## src/rtl/mem_arb_pkg.sv

```systemverilog
// mem_arb_pkg
// Shared helpers for the memory request arbiter and its ID FIFO.
//   port_idx_width() : bits needed to name one master port (at least 1)
//   PERF_CNT_WIDTH   : width of every optional performance counter
// The request bundle type depends on module parameters, so it is declared
// inside mem_req_arbiter as req_t.
package mem_arb_pkg;

    localparam int PERF_CNT_WIDTH = 32;

    function automatic int port_idx_width(input int nr_ports);
        int w;
        w = $clog2(nr_ports);
        return (w < 1) ? 1 : w;
    endfunction

endpackage

```

## src/rtl/mem_arb_id_fifo.sv

```systemverilog
// mem_arb_id_fifo
// In-order FIFO holding the index of the master behind each in-flight request.
// Ports:
//   clk_i, rst_i  clock, asynchronous active-high reset (flushes the FIFO)
//   push_i, din_i write din_i at the tail (ignored while full)
//   pop_i         drop the head entry (ignored while empty)
//   full_o        count == DEPTH
//   empty_o       count == 0
//   head_o        oldest entry, valid while !empty_o
module mem_arb_id_fifo
    import mem_arb_pkg::*;
#(
    parameter int DEPTH = 4,
    parameter int WIDTH = 1
) (
    input  logic             clk_i,
    input  logic             rst_i,
    input  logic             push_i,
    input  logic [WIDTH-1:0] din_i,
    input  logic             pop_i,
    output logic             full_o,
    output logic             empty_o,
    output logic [WIDTH-1:0] head_o
);

    // DEPTH == 1 still gets a 1-bit pointer; the count keeps occupancy at one
    // entry, so wrapping over two slots stays correct.
    localparam int PTR_W = (DEPTH > 1) ? $clog2(DEPTH) : 1;
    localparam int SLOTS = 1 << PTR_W;
    localparam int CNT_W = $clog2(DEPTH) + 1;

    logic [WIDTH-1:0] r_mem [SLOTS];
    logic [PTR_W-1:0] r_wr_ptr;
    logic [PTR_W-1:0] r_rd_ptr;
    logic [CNT_W-1:0] r_count;
    logic             w_push;
    logic             w_pop;

    assign full_o  = (r_count == CNT_W'(DEPTH));
    assign empty_o = (r_count == '0);
    assign w_push  = push_i & ~full_o;
    assign w_pop   = pop_i & ~empty_o;
    assign head_o  = r_mem[r_rd_ptr];

    always_ff @(posedge clk_i or posedge rst_i) begin
        if (rst_i) begin
            r_wr_ptr <= '0;
            r_rd_ptr <= '0;
            r_count  <= '0;
        end else begin
            if (w_push) r_wr_ptr <= r_wr_ptr + 1'b1;
            if (w_pop)  r_rd_ptr <= r_rd_ptr + 1'b1;
            case ({w_push, w_pop})
                2'b10:   r_count <= r_count + 1'b1;
                2'b01:   r_count <= r_count - 1'b1;
                default: r_count <= r_count;
            endcase
        end
    end

    // Storage needs no reset: entries are only read after being written.
    always_ff @(posedge clk_i) begin
        if (w_push) r_mem[r_wr_ptr] <= din_i;
    end

endmodule

```

## src/rtl/mem_req_arbiter.sv

```systemverilog
// mem_req_arbiter
// Round-robin arbiter of NR_PORTS req/gnt/rvalid masters onto one slave port.
// In-order responses are routed back through an ID FIFO of the granted ports.
// Ports:
//   clk_i, rst_i                        clock, asynchronous active-high reset
//   m_req_i/m_addr_i/m_we_i/m_be_i/m_wdata_i  per-master request bundle
//   m_gnt_o, m_rvalid_o                 per-master grant and response valid
//   m_rdata_o                           shared response data (qualify with m_rvalid_o)
//   s_req_o/s_addr_o/s_we_o/s_be_o/s_wdata_o  slave request bundle
//   s_gnt_i, s_rvalid_i, s_rdata_i      slave grant and response
//   err_o                               sticky: response seen with nothing in flight
// Handshake: a request transfers in the cycle where s_req_o & s_gnt_i; the
// grant is passed combinationally to the winning master in that same cycle.
// Every transferred request gets exactly one s_rvalid_i, in order, at least
// one cycle after its grant.
// Optional build macro MEM_REQ_ARBITER_PERF_EN adds perf_stall_o and
// perf_grant_o saturating counters.
module mem_req_arbiter
    import mem_arb_pkg::*;
#(
    parameter int NR_PORTS        = 2,
    parameter int ADDR_WIDTH      = 64,
    parameter int DATA_WIDTH      = 32,
    parameter int MAX_OUTSTANDING = 4
) (
    input  logic                                    clk_i,
    input  logic                                    rst_i,
    input  logic [NR_PORTS-1:0]                     m_req_i,
    input  logic [NR_PORTS-1:0][ADDR_WIDTH-1:0]     m_addr_i,
    input  logic [NR_PORTS-1:0]                     m_we_i,
    input  logic [NR_PORTS-1:0][DATA_WIDTH/8-1:0]   m_be_i,
    input  logic [NR_PORTS-1:0][DATA_WIDTH-1:0]     m_wdata_i,
    output logic [NR_PORTS-1:0]                     m_gnt_o,
    output logic [NR_PORTS-1:0]                     m_rvalid_o,
    output logic [DATA_WIDTH-1:0]                   m_rdata_o,
    output logic                                    s_req_o,
    output logic [ADDR_WIDTH-1:0]                   s_addr_o,
    output logic                                    s_we_o,
    output logic [DATA_WIDTH/8-1:0]                 s_be_o,
    output logic [DATA_WIDTH-1:0]                   s_wdata_o,
    input  logic                                    s_gnt_i,
    input  logic                                    s_rvalid_i,
    input  logic [DATA_WIDTH-1:0]                   s_rdata_i,
`ifdef MEM_REQ_ARBITER_PERF_EN
    output logic [PERF_CNT_WIDTH-1:0]               perf_stall_o,
    output logic [NR_PORTS-1:0][PERF_CNT_WIDTH-1:0] perf_grant_o,
`endif
    output logic                                    err_o
);

    localparam int IDX_W = port_idx_width(NR_PORTS);
    localparam int BE_W  = DATA_WIDTH / 8;

    typedef struct packed {
        logic [ADDR_WIDTH-1:0] addr;
        logic                  we;
        logic [BE_W-1:0]       be;
        logic [DATA_WIDTH-1:0] wdata;
    } req_t;

    logic [IDX_W-1:0] r_rr_ptr;
    logic             r_err;
    logic [IDX_W-1:0] w_winner;
    logic [IDX_W-1:0] w_head;
    logic             w_full;
    logic             w_empty;
    logic             w_any_req;
    logic             w_hs;
    logic             w_pop;
    req_t             w_sel;

    // Scan ports starting at the pointer; the sum stays below 2*NR_PORTS so
    // one conditional subtract performs the wrap.
    always_comb begin
        logic [IDX_W:0] v_sum;
        logic           v_found;
        w_winner = '0;
        v_found  = 1'b0;
        v_sum    = '0;
        for (int k = 0; k < NR_PORTS; k++) begin
            v_sum = {1'b0, r_rr_ptr} + (IDX_W+1)'(k);
            if (v_sum >= (IDX_W+1)'(NR_PORTS)) v_sum = v_sum - (IDX_W+1)'(NR_PORTS);
            if (!v_found && m_req_i[v_sum[IDX_W-1:0]]) begin
                v_found  = 1'b1;
                w_winner = v_sum[IDX_W-1:0];
            end
        end
    end

    assign w_sel.addr  = m_addr_i[w_winner];
    assign w_sel.we    = m_we_i[w_winner];
    assign w_sel.be    = m_be_i[w_winner];
    assign w_sel.wdata = m_wdata_i[w_winner];

    assign s_addr_o  = w_sel.addr;
    assign s_we_o    = w_sel.we;
    assign s_be_o    = w_sel.be;
    assign s_wdata_o = w_sel.wdata;

    // Gating with rst_i keeps the slave quiet while reset is held even if
    // masters keep requesting. Full blocks requests regardless of a pop in
    // the same cycle.
    assign w_any_req = |m_req_i;
    assign s_req_o   = ~rst_i & w_any_req & ~w_full;
    assign w_hs      = s_req_o & s_gnt_i;
    assign w_pop     = ~rst_i & s_rvalid_i & ~w_empty;

    always_comb begin
        m_gnt_o    = '0;
        m_rvalid_o = '0;
        if (w_hs)  m_gnt_o[w_winner]  = 1'b1;
        if (w_pop) m_rvalid_o[w_head] = 1'b1;
    end

    assign m_rdata_o = s_rdata_i;
    assign err_o     = r_err;

    mem_arb_id_fifo #(
        .DEPTH (MAX_OUTSTANDING),
        .WIDTH (IDX_W)
    ) u_id_fifo (
        .clk_i   (clk_i),
        .rst_i   (rst_i),
        .push_i  (w_hs),
        .din_i   (w_winner),
        .pop_i   (w_pop),
        .full_o  (w_full),
        .empty_o (w_empty),
        .head_o  (w_head)
    );

    always_ff @(posedge clk_i or posedge rst_i) begin
        if (rst_i) begin
            r_rr_ptr <= '0;
            r_err    <= 1'b0;
        end else begin
            if (w_hs) begin
                r_rr_ptr <= (w_winner == IDX_W'(NR_PORTS-1)) ? '0 : w_winner + 1'b1;
            end
            if (s_rvalid_i && w_empty) r_err <= 1'b1;
        end
    end

`ifdef MEM_REQ_ARBITER_PERF_EN
    logic [PERF_CNT_WIDTH-1:0]               r_perf_stall;
    logic [NR_PORTS-1:0][PERF_CNT_WIDTH-1:0] r_perf_grant;

    always_ff @(posedge clk_i or posedge rst_i) begin
        if (rst_i) begin
            r_perf_stall <= '0;
            r_perf_grant <= '0;
        end else begin
            if (w_any_req && (!s_gnt_i || w_full) && (r_perf_stall != '1)) begin
                r_perf_stall <= r_perf_stall + 1'b1;
            end
            for (int i = 0; i < NR_PORTS; i++) begin
                if (m_gnt_o[i] && (r_perf_grant[i] != '1)) begin
                    r_perf_grant[i] <= r_perf_grant[i] + 1'b1;
                end
            end
        end
    end

    assign perf_stall_o = r_perf_stall;
    assign perf_grant_o = r_perf_grant;
`endif

endmodule
```

## config.mk

```make
export PLATFORM = sky130hd
export DESIGN_NAME = mem_req_arbiter
export DESIGN_NICKNAME = d
export VERILOG_FILES = /design/src/rtl/mem_arb_pkg.sv /design/src/rtl/mem_arb_id_fifo.sv /design/src/rtl/mem_req_arbiter.sv
export SDC_FILE = /design/constraint.sdc
export NUM_CORES = 1
export LEC_CHECK = 0
export CAP_MARGIN = 20
export CELL_PAD_IN_SITES_DETAIL_PLACEMENT = 1
export CELL_PAD_IN_SITES_GLOBAL_PLACEMENT = 1
export CORE_AREA = 2 2 148 150
export DETAILED_ROUTE_END_ITERATION = 7
export DIE_AREA = 0 0 150 152
export DONT_BUFFER_PORTS = 1
export PLACE_DENSITY = 0.42
export SYNTH_ARGS = -nofsm -noshare
export SYNTH_HDL_FRONTEND = slang
export SYNTH_HIERARCHICAL = 1
export SYNTH_SLANG_ARGS = --single-unit
```

## constraint.sdc

```tcl
create_clock -name clk_i -period 6.2 [get_ports clk_i]
set_input_delay 0.62 -clock clk_i [delete_from_list [all_inputs] [get_ports clk_i]]
set_output_delay 0.62 -clock clk_i [all_outputs]
set_load 0.05 [all_outputs]
```

Word level (Yosys, flattened, before mapping)
Memory sizes are Yosys's and may differ from the RTL's.
Index checks and enable logic that the tools add are counted.
{"block": "totals", "out_inout_bits": 139, "ramBits": 4, "mem_count": 1, "elab_cells": 70, "register_bits": 9}
{"block": "classes", "n_addsub": 8, "eq_ne": 3, "n_reduce_logical": 8, "n_lt_le_gt_ge": 8, "muxes": 27, "bitwise_logic": 10}
{"memory": "u_id_fifo.r_mem", "depth": 4, "word_bits": 1, "read_ports": 1, "rd_clocked_by_memory_dff": 0, "wr": 1, "line_no": "mem_arb_id_fifo.sv:32", "source": "logic [WIDTH-1:0] r_mem [SLOTS];"}
{"operator": "64-bit two-way mux", "n": 2}
{"operator": "32-bit two-way mux", "n": 2}
{"operator": "1-bit two-way mux", "n": 16}
{"operator": "1-bit by 2-bit < comparator with 1-bit output, second input constant", "n": 4}
{"operator": "4-bit two-way mux", "n": 2}
{"operator": "1-bit bitwise AND", "n": 7}
{"operator": "3-bit one-hot mux with 2 select lines", "n": 1}
{"operator": "2-bit by 1-bit adder with 2-bit output, second input constant", "n": 2}
{"operator": "1-bit logical AND", "n": 4}
{"operator": "2-bit two-way mux", "n": 2}
{"operator": "3-bit by 1-bit adder with 3-bit output, second input constant", "n": 1}
{"operator": "3-bit equality test, second input constant", "n": 1}
{"operator": "3-bit logical NOT", "n": 1}
{"operator": "1-bit NOT", "n": 3}
{"operator": "3-bit by 1-bit subtractor with 3-bit output, second input constant", "n": 1}
{"operator": "1-bit by 1-bit adder with 2-bit output, second input constant", "n": 1}
{"operator": "1-bit demux with 1-bit select", "n": 2}
{"operator": "2-bit by 1-bit equality test with 1-bit output, second input constant", "n": 1}
{"operator": "2-bit equality test, second input constant", "n": 1}
{"operator": "1-bit >= comparator, second input constant", "n": 2}
{"operator": "1-bit by 2-bit >= comparator with 1-bit output, second input constant", "n": 1}
{"operator": "2-bit >= comparator, second input constant", "n": 1}
{"operator": "2-bit nonzero test", "n": 1}
{"operator": "2-bit OR reduction", "n": 1}
{"operator": "3 further kinds", "n": 4}

Longest topological paths before layout
Gate-level depths: netlist of run 1.
{"block": "logic_depth", "ltp_word": 13, "depth_mapped": 12}

Hierarchy
The synthesis of run 1 kept the hierarchy.
{"module": "mem_req_arbiter", "cells_per_inst": 164, "seq_area_each_um2": 50.0, "instances": 1, "area_per_inst_um2": 1965.6}
{"module": "mem_arb_id_fifo", "cells_per_inst": 43, "seq_area_each_um2": 295.3, "instances": 1, "area_per_inst_um2": 586.8}

Worst setup path after synthesis of run 1
No wires, ideal clock.
{"block": "synth_path", "path_type": "input to output", "start": "in rst_i", "end": "out m_gnt_o[0]", "stages": 3, "arrival_ns": 1.985, "setup_slack_ns": 3.595, "cell_sequence": "nor2_1 nand2_1 a211oi_1"}
{"block": "synth_between", "elab_chain_cells": 5}
{"item": "start: declaration", "line_no": "mem_req_arbiter.sv:27", "source": "input logic rst_i,"}
{"item": "1-bit NOT", "line_no": "mem_req_arbiter.sv:104", "source": "assign s_req_o = ~rst_i & w_any_req & ~w_full;"}
{"item": "1-bit bitwise AND (2 in series)", "line_no": "mem_req_arbiter.sv:104"}
{"item": "1-bit bitwise AND", "line_no": "mem_req_arbiter.sv:105", "source": "assign w_hs = s_req_o & s_gnt_i;"}
{"item": "2-bit two-way mux", "line_no": "mem_req_arbiter.sv:111", "source": "if (w_hs) m_gnt_o[w_winner] = 1'b1;"}
{"item": "end: declaration", "line_no": "mem_req_arbiter.sv:33", "source": "output logic [NR_PORTS-1:0] m_gnt_o,"}
Every way passes these cells.

Worst setup path after layout of run 1
{"block": "layout_path", "start": "reg r_rr_ptr", "end": "out s_wdata_o[22]"}
{"block": "layout_between", "elab_chain_cells": 10, "elab_cells_between_ends": 18, "classes_between": "add/sub: 3; order compare: 2; mux: 11; reduce/logical: 2"}
{"item": "start: declaration", "line_no": "mem_req_arbiter.sv:61", "source": "logic [IDX_W-1:0] r_rr_ptr;"}
{"item": "start signal: assignment", "line_no": "mem_req_arbiter.sv:138", "source": "r_rr_ptr <= (w_winner == IDX_W'(NR_PORTS-1)) ? '0 : w_winner + 1'b1;"}
{"item": "1-bit by 2-bit >= comparator with 1-bit output or 1-bit subtractor (tied branches)", "line_no": "mem_req_arbiter.sv:82", "source": "if (v_sum >= (IDX_W+1)'(NR_PORTS)) v_sum = v_sum - (IDX_W+1)'(NR_PORTS);"}
{"item": "1-bit two-way mux", "line_no": "mem_req_arbiter.sv:82"}
{"item": "1-bit two-way mux (not written as such) (2 in series)", "line_no": "mem_req_arbiter.sv:83", "source": "if (!v_found && m_req_i[v_sum[IDX_W-1:0]]) begin"}
{"item": "1-bit two-way mux", "line_no": "mem_req_arbiter.sv:83"}
{"item": "1-bit logical NOT", "line_no": "mem_req_arbiter.sv:83"}
{"item": "1-bit logical AND", "line_no": "mem_req_arbiter.sv:83"}
{"item": "1-bit two-way mux *", "line_no": "mem_req_arbiter.sv:83"}
{"item": "32-bit two-way mux (not written as such) * (2 in series)", "line_no": "mem_req_arbiter.sv:93", "source": "assign w_sel.wdata = m_wdata_i[w_winner];"}
{"item": "end: declaration", "line_no": "mem_req_arbiter.sv:40", "source": "output logic [DATA_WIDTH-1:0] s_wdata_o,"}
Mark *: on every way between the ends. The rest lies on a longest branch, timed or not. The select of a mux whose other input is x is not followed.

==> results of run 1 <==
-- state kept, by name (all words and copies together), names as in the netlist --
| signal | count |
|---|---|
| u_id_fifo/r_wr_ptr | 2 |
| u_id_fifo/r_rd_ptr | 2 |
| u_id_fifo/r_count | 3 |
| err_o | 1 |
| r_rr_ptr | 1 |
| u_id_fifo/r_mem | 4 |
-- final cells by class --
type                            count  area [sq um]  area share (%)
Clock buffer                        4         78.83           3.042
Inverter                           10         37.54           1.449
Multi-Input combinational cell    141          1757           67.79
Sequential cell                    13         345.3           13.33
Tap cell                          280         350.3           13.52
Timing Repair Buffer                3         22.52          0.8691
-- metal layers --
layer  share of wire (%)  global-route usage (%)  up-vias
li1                    -                       -      627
met1                  40                   9.204      713
met2                  45                   12.07      170
met3                  15                   4.144        0
met4                   0                  0.6739        0
met5                   0                       0        -
-- cell usage in the layout, fill, tap and decap left out --
cell | Yosys | final
nor2b_4 | 1 | 1
xor2_1 | 3 | 3
inv_2 | 1 | 1
nor3b_4 | 1 | 1
o21ai_4 | 1 | 1
dfrtp_1 | 9 | 9
and2_1 | 3 | 3
ha_1 | 5 | 5
mux2_4 | 69 | 69
a21o_1 | 1 | 1
clkbuf_16 | 0 | 3
mux4_2 | 1 | 1
nor2b_1 | 1 | 1
xnor2_1 | 3 | 3
mux2_2 | 33 | 33
nor3b_1 | 2 | 2
buf_4 | 35 | 3
nor3_1 | 2 | 2
clkbuf_1 | 0 | 1
o31a_2 | 1 | 1
nor2_1 | 5 | 5
a21oi_1 | 1 | 1
inv_1 | 9 | 9
fa_1 | 1 | 1
edfxtp_1 | 4 | 4
and2_2 | 2 | 2
nand2_1 | 2 | 2
a31oi_1 | 1 | 1
mux2i_1 | 1 | 1
a211oi_2 | 0 | 1
-- power groups by stage --
stage / clock [W] / sequential (W) / combinational, W
floorplan: 0 / 0.000166 / 0.000770
global placement: 0 / 0.000174 / 0.000749
detailed placement: 0 / 0.000177 / 0.000764
CTS: 0.000124 / 0.000176 / 0.000765
global route: 0.000127 / 0.000182 / 0.000789
finish: 0.000120 / 0.000175 / 0.000754
-- worst max-delay path, delay by kind of cell, from the launching register on --
family | cells | cell delay, ns
compound gates | 1 | 0.16
flops | 1 | 0.44
buf+inv | 2 | 1.36
mux | 1 | 0.55
-- metrics by stage --
step / hold slack [ns] / util [%] / setup WS [ns] / area (sq um)
after floorplan: 0.3612 / - / 3.595 / 2552
after global placement: 0.3649 / 11.77 / 2.879 / 2512
after detailed placement: 0.3670 / 11.77 / 2.756 / 2512
after CTS: 0.1109 / 12.14 / 2.704 / 2591
after global routing: 0.1122 / 12.14 / 2.560 / 2591
final: 0.1128 / 12.14 / 2.713 / 2591
-- cell families after synthesis --
kind of cell	synth area share (%)
buffers and inverters	17.84
multiplexers	56.42
XOR/XNOR	2.059
flip-flops	13.53
AND/OR/NAND/NOR	4.853
AO/OA/AOI/OAI	2.059
adder cells (fa/ha/maj)	3.235
-- worst max-delay path by stage --
| stage | endpoint | slack (ns) |
|---|---|---|
| global route | s_wdata_o[22] | 2.56 |
| finish | s_wdata_o[22] | 2.71 |
| detailed placement | s_wdata_o[24] | 2.76 |
| CTS | s_wdata_o[22] | 2.70 |
| global placement | s_wdata_o[22] | 2.88 |
| floorplan | m_gnt_o[0] | 3.60 |
==> flow_metrics.py, run 1 <==
metrics = {
    "synthesis": {
        "post_synth_num_cell_types": 30,
        "synth_area_sq_um": 2552,
        "synth-seq-area-share_pct": 13.53,
        "ys_ff_latch": 13,
        "synthTopCellsByArea": "mux2_4, mux2_2, buf_4, dfrtp_1, buf_12",
        "synth_edf_count": 4,
        "synth_top_cell_area_share_pct": 40.59,
        "yosysWarnings": 6,
        "synth_area_per_cell_sq_um": 12.33,
        "synth_most_common_cell": "mux2_4",
        "syn-num-nets": 453,
        "ys.flop_type": "dfrtp_1",
        "syn_inst": 207,
        "synth_area_leader_cell": "mux2_4",
        "async_reset_ff_share_pct": 69.23,
        "yosys-top-cells-count": "mux2_4, buf_4, mux2_2, dfrtp_1, inv_1",
    },
    "sta": {
        "tns_ns": 0,
        "hold_violations": 0,
        "timing.slew.headroom_pct": 36.93,
        "fin_crit_ns": 3.487,
        "drv_slew": 0,
        "clock_skew_ns": 0.003358,
        "fmax_ghz": 0.2868,
        "period_share_pct": 56.25,
        "tightest_slew_ns": 0.9441,
        "rsz0062_at_grt": "no",
        "setup_viol": 0,
    },
    "worst_setup_path": {
        "slowest_stage": "buf_4",
        "critPathMaxFanout": 59,
        "slowest_delay_ns": 0.77,
        "r2r_cells": 12,
        "worstSetupEndpointType": "primary output",
        "path_common_cell": "buf_4",
        "rr_startpoint": "u_id_fifo/r_count[0]",
        "crit_required_ns": 5.58,
        "timing_worst_setup_path_type": "reg2out",
        "critPathArrivalTime_ns": 2.87,
        "rr_endpoint": "u_id_fifo/r_count[2]",
        "crit_chain": "o21ai_4, buf_4, buf_4, mux2_2",
        "worst_setup_path_start_kind": "flip-flop",
        "reg2reg_slack_ns": 3.79,
        "cp-startpoint": "r_rr_ptr",
    },
    "routing": {
        "viasPerCell": 3.348,
        "drc": 0,
        "drt_first_pass_iters": 4,
        "drtAntennaViolNets": 0,
        "wl_per_cell_um": 22.30,
        "drt-initial-drc-count": 26,
        "drt-total-wl_um": 10060,
        "num_vias": 1510,
    },
    "placed_design": {
        "dp_hpwl_um": 9013,
        "numPortBuffers": 0,
        "gp_congestion": 0.7809,
        "placedCellCount": 447,
    },
    "floorplan": {
        "fp.dieW_um": 150,
        "die_h_um": 152,
        "core_area_sq_um": 21350,
        "num_rows": 54,
        "start_util_pct": 11.95,
        "io-pin-count": 379,
        "fp.dieArea_sq_um": 22800,
    },
    "cells_and_area": {
        "fill_cells": 2468,
        "drive_above_1_share_pct": 68.42,
        "area_delta_synth_final_pct": 1.520,
        "fin_nets": 418,
        "insertedDiodeCount": 0,
        "final_cells": 451,
    },
    "clock_tree": {
        "cts_setup_buffers": 0,
        "cts_tree": "built",
        "numCtsBuffers": 3,
        "root_buffer": "clkbuf_16",
        "clockBufferDepth": 2,
        "clkLatencyLatePin_ns": 0.24,
        "cts_resized": 0,
        "holdBufCountCts": 0,
        "htreeDepth": 1,
        "cts_num_sinks": 13,
        "cts.clk_slew.worst_paths_ns": 0.05,
    },
    "global_route": {
        "grt_usage_pct": 7.533,
        "grt_start_max_net_pins": 60,
        "grt_pass1_wl_um": 12190,
        "gr-total-overflow": 0,
        "grt_pass1_vias": 1638,
        "antenna_found_initial": 0,
    },
    "outcome": {
        "status": "finished clean",
    },
    "pwr": {
        "vdd_ir_drop_max_v": 0.0001520,
        "p_leak_nw": 1.097,
        "switching_share_pct": 58.49,
        "cellInternalPower_w": 0.0004357,
        "p_per_area_nw_per_um2": 405.1,
        "pwr-share-seq_pct": 16.7,
        "clkPwrFrac_pct": 11.5,
        "total_power_w": 0.001050,
        "p_sw_w": 0.0006140,
        "p_comb_share_pct": 71.8,
    },
    "flow_run": {
        "drv_cap": 0,
    },
    "min_path": {
        "hold_path.class": "in2async",
    },
}
(Power assumes the default switching activity.)
==> inputs of run 2 (changes only) <==
Settings changed: CORE_AREA 2 2 148 150 to 2 2 149 151, DIE_AREA 0 0 150 152 to 0 0 151 153.
Clock period 6.2 ns to 3 ns, I/O delays scaled along.
==> run 2 against run 1 <==
  * Via count increased by 1.7%
  * Hold slack better by 0.059 ns
  * Clock skew barely moved
  * Cell count increased by 1.1%
  * Setup slack worse by 2.1 ns
  * Critical path depth rose by 8
  * Sequential share of layout area decreased by 0.28 points
  * Non-clock buffer count increased by 3
  * Largest cell class unchanged
  * Highest routed layer unchanged
  * Core utilization grew 0.18 points
  * Combinational power is 100% higher
  * Sequential cell count unchanged
  * Wire length decreased by 11%
==> flow_metrics.py, run 2 (synthesis results as in run 1) <==
metrics = {
    "worst_setup_path": {
        "worstSetupEndpointType": "flip-flop",
        "critPathArrivalTime_ns": 2.56,
        "timing_worst_setup_path_type": "reg2reg",
        "crit_family": "simple AND/OR/NAND/NOR gates",
        "r2r_cells": 12,
        "cp.buffers_inverters": 2,
        "rr_startpoint": "u_id_fifo/r_count[0]",
        "slowest_delay_ns": 0.45,
        "crit_required_ns": 3.15,
        "slowest_stage": "dfrtp_1",
        "worst_setup_path_start_kind": "flip-flop",
        "path_common_cell": "nor2_1",
        "crit_chain": "nor3b_4, nor2_1, nand2_1, nor2_1, nor2b_4, inv_1, ha_1, inv_1, fa_1, xor2_1, nor2_1, xor2_1",
        "reg2reg_slack_ns": 0.60,
        "rr_endpoint": "u_id_fifo/r_count[2]",
        "critPathMaxFanout": 7,
    },
    "pwr": {
        "vdd_ir_drop_max_v": 0.0004172,
        "pwr-share-seq_pct": 16.8,
        "p_leak_nw": 1.122,
        "clkPwrFrac_pct": 11.5,
        "p_per_area_nw_per_um2": 813.4,
        "p_sw_w": 0.001241,
        "p_comb_share_pct": 71.7,
        "cellInternalPower_w": 0.0009115,
        "switching_share_pct": 57.66,
    },
    "routing": {
        "num_vias": 1536,
        "wl_per_cell_um": 19.53,
        "drt_first_pass_iters": 4,
        "drtAntennaViolNets": 0,
        "viasPerCell": 3.368,
        "drt-initial-drc-count": 29,
        "drt-total-wl_um": 8906,
        "drc": 0,
    },
    "sta": {
        "period_share_pct": 80.02,
        "drv_slew": 0,
        "fmax_ghz": 0.4165,
        "rsz0062_at_grt": "no",
        "fin_crit_ns": 2.401,
        "hold_violations": 0,
        "tightest_slew_ns": 0.9091,
        "tns_ns": 0,
        "timing.slew.headroom_pct": 39.29,
        "setup_slack_ns": 0.5993,
        "setup_viol": 0,
        "clock_skew_ns": 0.002888,
    },
    "placed_design": {
        "gp_congestion": 0.7468,
        "post-place-ws_ns": 0.6118,
        "placedCellCount": 449,
        "dp_hpwl_um": 7962,
        "numPortBuffers": 0,
    },
    "cells_and_area": {
        "layout_common_cells": "mux2_4, mux2_2, inv_1, dfrtp_1",
        "multi_input_area_sq_um": 1757,
        "area_delta_synth_final_pct": 3.677,
        "register_area_sq_um": 345.3,
        "final_cells": 456,
        "final_common_cell": "mux2_4",
        "reg_top3": "u_id_fifo/r_mem x4, u_id_fifo/r_count x3",
        "largest_reg_flops": 4,
        "regMostFlops": "u_id_fifo/r_mem",
        "final_core_utilization_pct": 12.32,
        "drive_above_1_share_pct": 68.39,
        "fill_cells": 2474,
        "fin_nets": 421,
    },
    "floorplan": {
        "io-pin-count": 379,
        "start_util_pct": 11.88,
        "num_rows": 54,
        "fp.dieArea_sq_um": 23100,
        "core_area_sq_um": 21490,
        "fp.dieW_um": 151,
        "die_h_um": 153,
    },
    "global_route": {
        "met2_usage_pct": 11.47,
        "grt_usage_pct": 6.495,
        "gr-total-overflow": 0,
        "antenna_found_initial": 1,
        "grt_pass1_vias": 1639,
        "globalRouteMet3Util_pct": 2.955,
        "grt_pass1_wl_um": 10970,
        "busiest_layer": "met2",
        "gr-usage-met1_pct": 7.554,
        "grt_start_max_net_pins": 56,
    },
    "clock_tree": {
        "cts_num_sinks": 13,
        "clockBufferDepth": 2,
        "clkLatencyLatePin_ns": 0.24,
        "numCtsBuffers": 3,
        "htreeDepth": 1,
        "cts_tree": "built",
        "cts.clk_slew.worst_paths_ns": 0.04,
        "root_buffer": "clkbuf_16",
        "cts_setup_buffers": 0,
    },
    "min_path": {
        "hold_depth": 1,
        "hold_end": "r_rr_ptr",
        "hold_path.class": "in2reg",
        "hp-start": "m_req_i[1]",
    },
    "flow_run": {
        "drv_cap": 0,
    },
    "outcome": {
        "status": "finished clean",
    },
}
==> run 2: cell type report <==
type | instances | area share, %
inverter | 10 | 1.418
antenna | 2 | 0.1891
clock buffer | 4 | 2.979
multi-input combinational | 141 | 66.38
sequential | 13 | 13.05
timing repair buffer | 6 | 2.742
tap | 280 | 13.24
==> run 2: how the worst max path moves through the flow <==
stage                               from                    to  slack, ns  cells after the start
global placement    u_id_fifo/r_count[0]  u_id_fifo/r_count[2]       0.71                     12
floorplan           u_id_fifo/r_count[2]            m_gnt_o[0]       0.77                      4
detailed placement  u_id_fifo/r_count[0]  u_id_fifo/r_count[2]       0.61                     12
finish              u_id_fifo/r_count[0]  u_id_fifo/r_count[2]       0.60                     12
CTS                 u_id_fifo/r_count[0]  u_id_fifo/r_count[2]       0.59                     12
global route        u_id_fifo/r_count[0]  u_id_fifo/r_count[2]       0.43                     12
==> run 2: per-stage QoR <==
step / hold WS [ns] / total power (W) / instance area (sq um)
floorplan: 0.04118 / 0.001934 / 2552
global placement: 0.04832 / 0.001895 / 2552
detailed placement: 0.05062 / 0.001919 / 2552
CTS: 0.1693 / 0.002184 / 2641
global route: 0.1715 / 0.002264 / 2641
finish: 0.1717 / 0.002153 / 2646
==> run 2: timing repair <==
action / CTS / global route
hold endpoints to repair: 9 / 0
hold buffers: 1 / 0
setup endpoints to repair: 0 / 0
gates resized for setup: 0 / 0
==> run 2: power groups by stage <==
stage,registers (W),logic (W),clock network [W]
floorplan,0.000342,0.00159,0
global placement,0.000358,0.00154,0
detailed placement,0.000365,0.00155,0
CTS,0.000363,0.00156,0.000259
global route,0.000375,0.00162,0.000269
finish,0.000361,0.00154,0.000248
==> run 2: metal layers <==
metal | share of wire (%) | vias up
met5 | 0 | -
met4 | 0 | 0
met3 | 12 | 0
met2 | 50 | 178
met1 | 38 | 719
li1 | - | 639
==> inputs of run 3 (changes only) <==
Settings changed: ABC_AREA set to 1, CORE_AREA 2 2 149 151 to 2 2 148 150, DIE_AREA 0 0 151 153 to 0 0 150 152, PLACE_DENSITY 0.42 to 0.45.
Clock period 3 ns to 2 ns, I/O delays scaled along.
==> run 3 against run 2 <==
  * Setup slack lost 0.48 ns
  * Largest power group unchanged
  * Register-to-register slack lost 0.48 ns
  * Design area grew 50%
  * Synthesized cell count grew 120%
  * Critical path type unchanged
  * Area after synthesis shrank 6.8%
  * Global-route usage grew 1.9 points
  * Fmax grew 28%
  * Sequential power grew 23%
  * Via count grew 93%
  * Die area shrank 1.3%
==> flow_metrics.py, run 3 <==
metrics = {
    "global_route": {
        "antenna_found_initial": 0,
        "grt_pass1_wl_um": 15440,
        "grt_usage_pct": 8.402,
        "gr-total-overflow": 0,
        "grt_start_max_net_pins": 60,
        "grt_pass1_vias": 3039,
    },
    "routing": {
        "wl_per_cell_um": 13.02,
        "drtAntennaViolNets": 0,
        "drt_first_pass_iters": 4,
        "viasPerCell": 3.647,
        "drt-initial-drc-count": 90,
        "drt-total-wl_um": 10570,
        "num_vias": 2961,
        "drc": 0,
    },
    "clock_tree": {
        "clockBufferDepth": 2,
        "cts.clk_slew.worst_paths_ns": 0.05,
        "numCtsBuffers": 3,
        "htreeDepth": 1,
        "clkLatencyLatePin_ns": 0.24,
        "cts_tree": "built",
        "root_buffer": "clkbuf_16",
        "cts_num_sinks": 13,
    },
    "pwr": {
        "p_per_area_nw_per_um2": 1052,
        "vdd_ir_drop_max_v": 0.0002917,
        "total_power_w": 0.004175,
        "p_leak_nw": 2.196,
    },
    "synthesis": {
        "synth_area_per_cell_sq_um": 5.171,
        "synthTopCellsByArea": "nand2_1, buf_4, dfrtp_1, edfxtp_1, inv_1",
        "synth_top_cell_area_share_pct": 49.40,
        "synth_most_common_cell": "nand2_1",
        "syn-num-nets": 706,
        "synth-seq-area-share_pct": 14.52,
        "async_reset_ff_share_pct": 69.23,
        "yosysWarnings": 6,
        "synth_area_sq_um": 2379,
        "ys_ff_latch": 13,
        "synth_edf_count": 4,
        "ys.flop_type": "dfrtp_1",
        "yosys-top-cells-count": "nand2_1, buf_4, inv_1, nand2_2, buf_2",
        "syn_inst": 460,
        "synth_area_leader_cell": "nand2_1",
        "post_synth_num_cell_types": 23,
    },
    "worst_setup_path": {
        "crit_required_ns": 2.14,
        "worstSetupEndpointType": "flip-flop",
        "worst_setup_path_start_kind": "flip-flop",
        "critPathMaxFanout": 3,
        "timing_worst_setup_path_type": "reg2reg",
        "critPathArrivalTime_ns": 2.01,
    },
    "placed_design": {
        "numPortBuffers": 0,
        "postPlaceCellArea_sq_um": 3802,
        "gp_congestion": 0.7253,
        "post-place-ws_ns": -0.02982,
        "dp_hpwl_um": 9008,
    },
    "sta": {
        "period_share_pct": 93.87,
        "fmax_ghz": 0.5326,
        "drv_slew": 0,
        "clock_skew_ns": 0.004566,
        "tightest_slew_ns": 0.4881,
        "hold_violations": 0,
        "setup_slack_ns": 0.1226,
        "tns_ns": 0,
        "timing.slew.headroom_pct": 67.46,
        "setup_viol": 0,
        "fin_crit_ns": 1.877,
    },
    "cells_and_area": {
        "area_delta_synth_final_pct": 66.86,
        "fill_cells": 2662,
        "multi_input_area_sq_um": 1580,
        "largest_reg_flops": 4,
        "fin_nets": 779,
        "regMostFlops": "u_id_fifo/r_mem",
        "final_cell_area_sq_um": 3969,
        "reg_top3": "u_id_fifo/r_mem x4, u_id_fifo/r_count x3",
        "drive_above_1_share_pct": 30.64,
        "final_common_cell": "nand2_1",
        "layout_common_cells": "nand2_1, buf_4, buf_12, inv_1, nand2_2",
        "register_area_sq_um": 345.3,
        "insertedDiodeCount": 0,
    },
    "floorplan": {
        "num_rows": 54,
        "fp.dieW_um": 150,
        "io-pin-count": 379,
        "die_h_um": 152,
        "core_area_sq_um": 21350,
        "start_util_pct": 11.14,
        "fp.dieArea_sq_um": 22800,
    },
    "flow_run": {
        "drv_cap": 0,
    },
    "min_path": {
        "hold_path.class": "in2reg",
    },
    "outcome": {
        "status": "finished clean",
    },
}
run 3: cell count changes in the layout (fill, tap and decap cells not counted), moves of 13 or more:
cell     before  now
nand2_1       2  311
mux2_2       33    0
nand2_2       0   17
buf_4         3   75
inv_1         9   22
mux2_4       69    0
buf_12        2   46
run 3: timing repair:
action	CTS	global route
hold buffers	1	0
setup endpoints to repair	1	2
pin swaps	0	6
endpoints found under the hold margin	9	0
buffers inserted	2	3
gates resized for setup	2	14
run 3: cell families (layout without fill, tap and decap cells):
| kind of cell | Yosys count | in the layout | synth area share, % |
|---|---|---|---|
| and+or+nand+nor | 351 | 351 | 59.55 |
| AOI/OAI and AO/OA | 4 | 4 | 1.157 |
| DFF | 13 | 13 | 14.52 |
| adders and majority gates | 6 | 6 | 3.472 |
| buffers and inverters | 85 | 157 | 20.94 |
| xor gates and xnor gates | 1 | 1 | 0.3683 |
run 3: power by group:
part	total (W)	leakage, nW	switching, W	internal (W)
combinational	0.00335	2.01	0.00216	0.00119
clock	0.000384	0.0382	0.000115	0.000269
sequential	0.000445	0.144	0.0000795	0.000366
total	0.00418	2.20	0.00235	0.00183
run 3: worst paths after layout:
check	start	to	slack [ns]	depth (start not counted)
min reg2reg	u_id_fifo/r_count[2]	u_id_fifo/r_count[2]	0.50	2
max	u_id_fifo/r_count[0]	u_id_fifo/r_count[2]	0.12	12
min	s_rvalid_i	err_o	0.07	1
max in group asynchronous	rst_i	u_id_fifo/r_wr_ptr[1]	1.38	2
min in group asynchronous	rst_i	u_id_fifo/r_count[0]	0.38	2
max reg2reg	u_id_fifo/r_count[0]	u_id_fifo/r_count[2]	0.12	12
run 3: cell type report:
type	count	area share [%]
clock buffers	4	1.986
inverters	31	3.026
multi-input cells	362	39.82
flip-flops and latches	13	8.701
well taps	280	8.827
repair buffers	122	37.64
run 3: through the flow:
stage,hold WS (ns),cells,util [%]
CTS,0.06967,809,18.30
floorplan,-0.04261,460,-
global route,0.07248,812,18.59
detailed placement,0.06891,802,17.81
finish,0.07021,812,18.59
global placement,0.06560,802,17.81
run 3: routing by layer:
| layer | track usage [%] | routed length (um) | up-vias |
|---|---|---|---|
| met1 | 9.238 | 3920 | 1303 |
| met3 | 1.652 | 950 | 24 |
| met4 | 2.156 | 200 | 0 |
| met2 | 16.16 | 5498 | 170 |
| met5 | 0 | 0 | - |
| li1 | - | - | 1464 |
run 3: critical path: stages, from the launching register on:
cell and delay, ns:
dfrtp_1 0.38, inv_2 0.13, nand3_4 0.09, buf_4 0.13, buf_4 0.15, nand2_8 0.07
ha_4 0.15, inv_4 0.04, fa_2 0.37, nand2_2 0.08, nand3_2 0.07, nand2_1 0.06
nand2_1 0.05
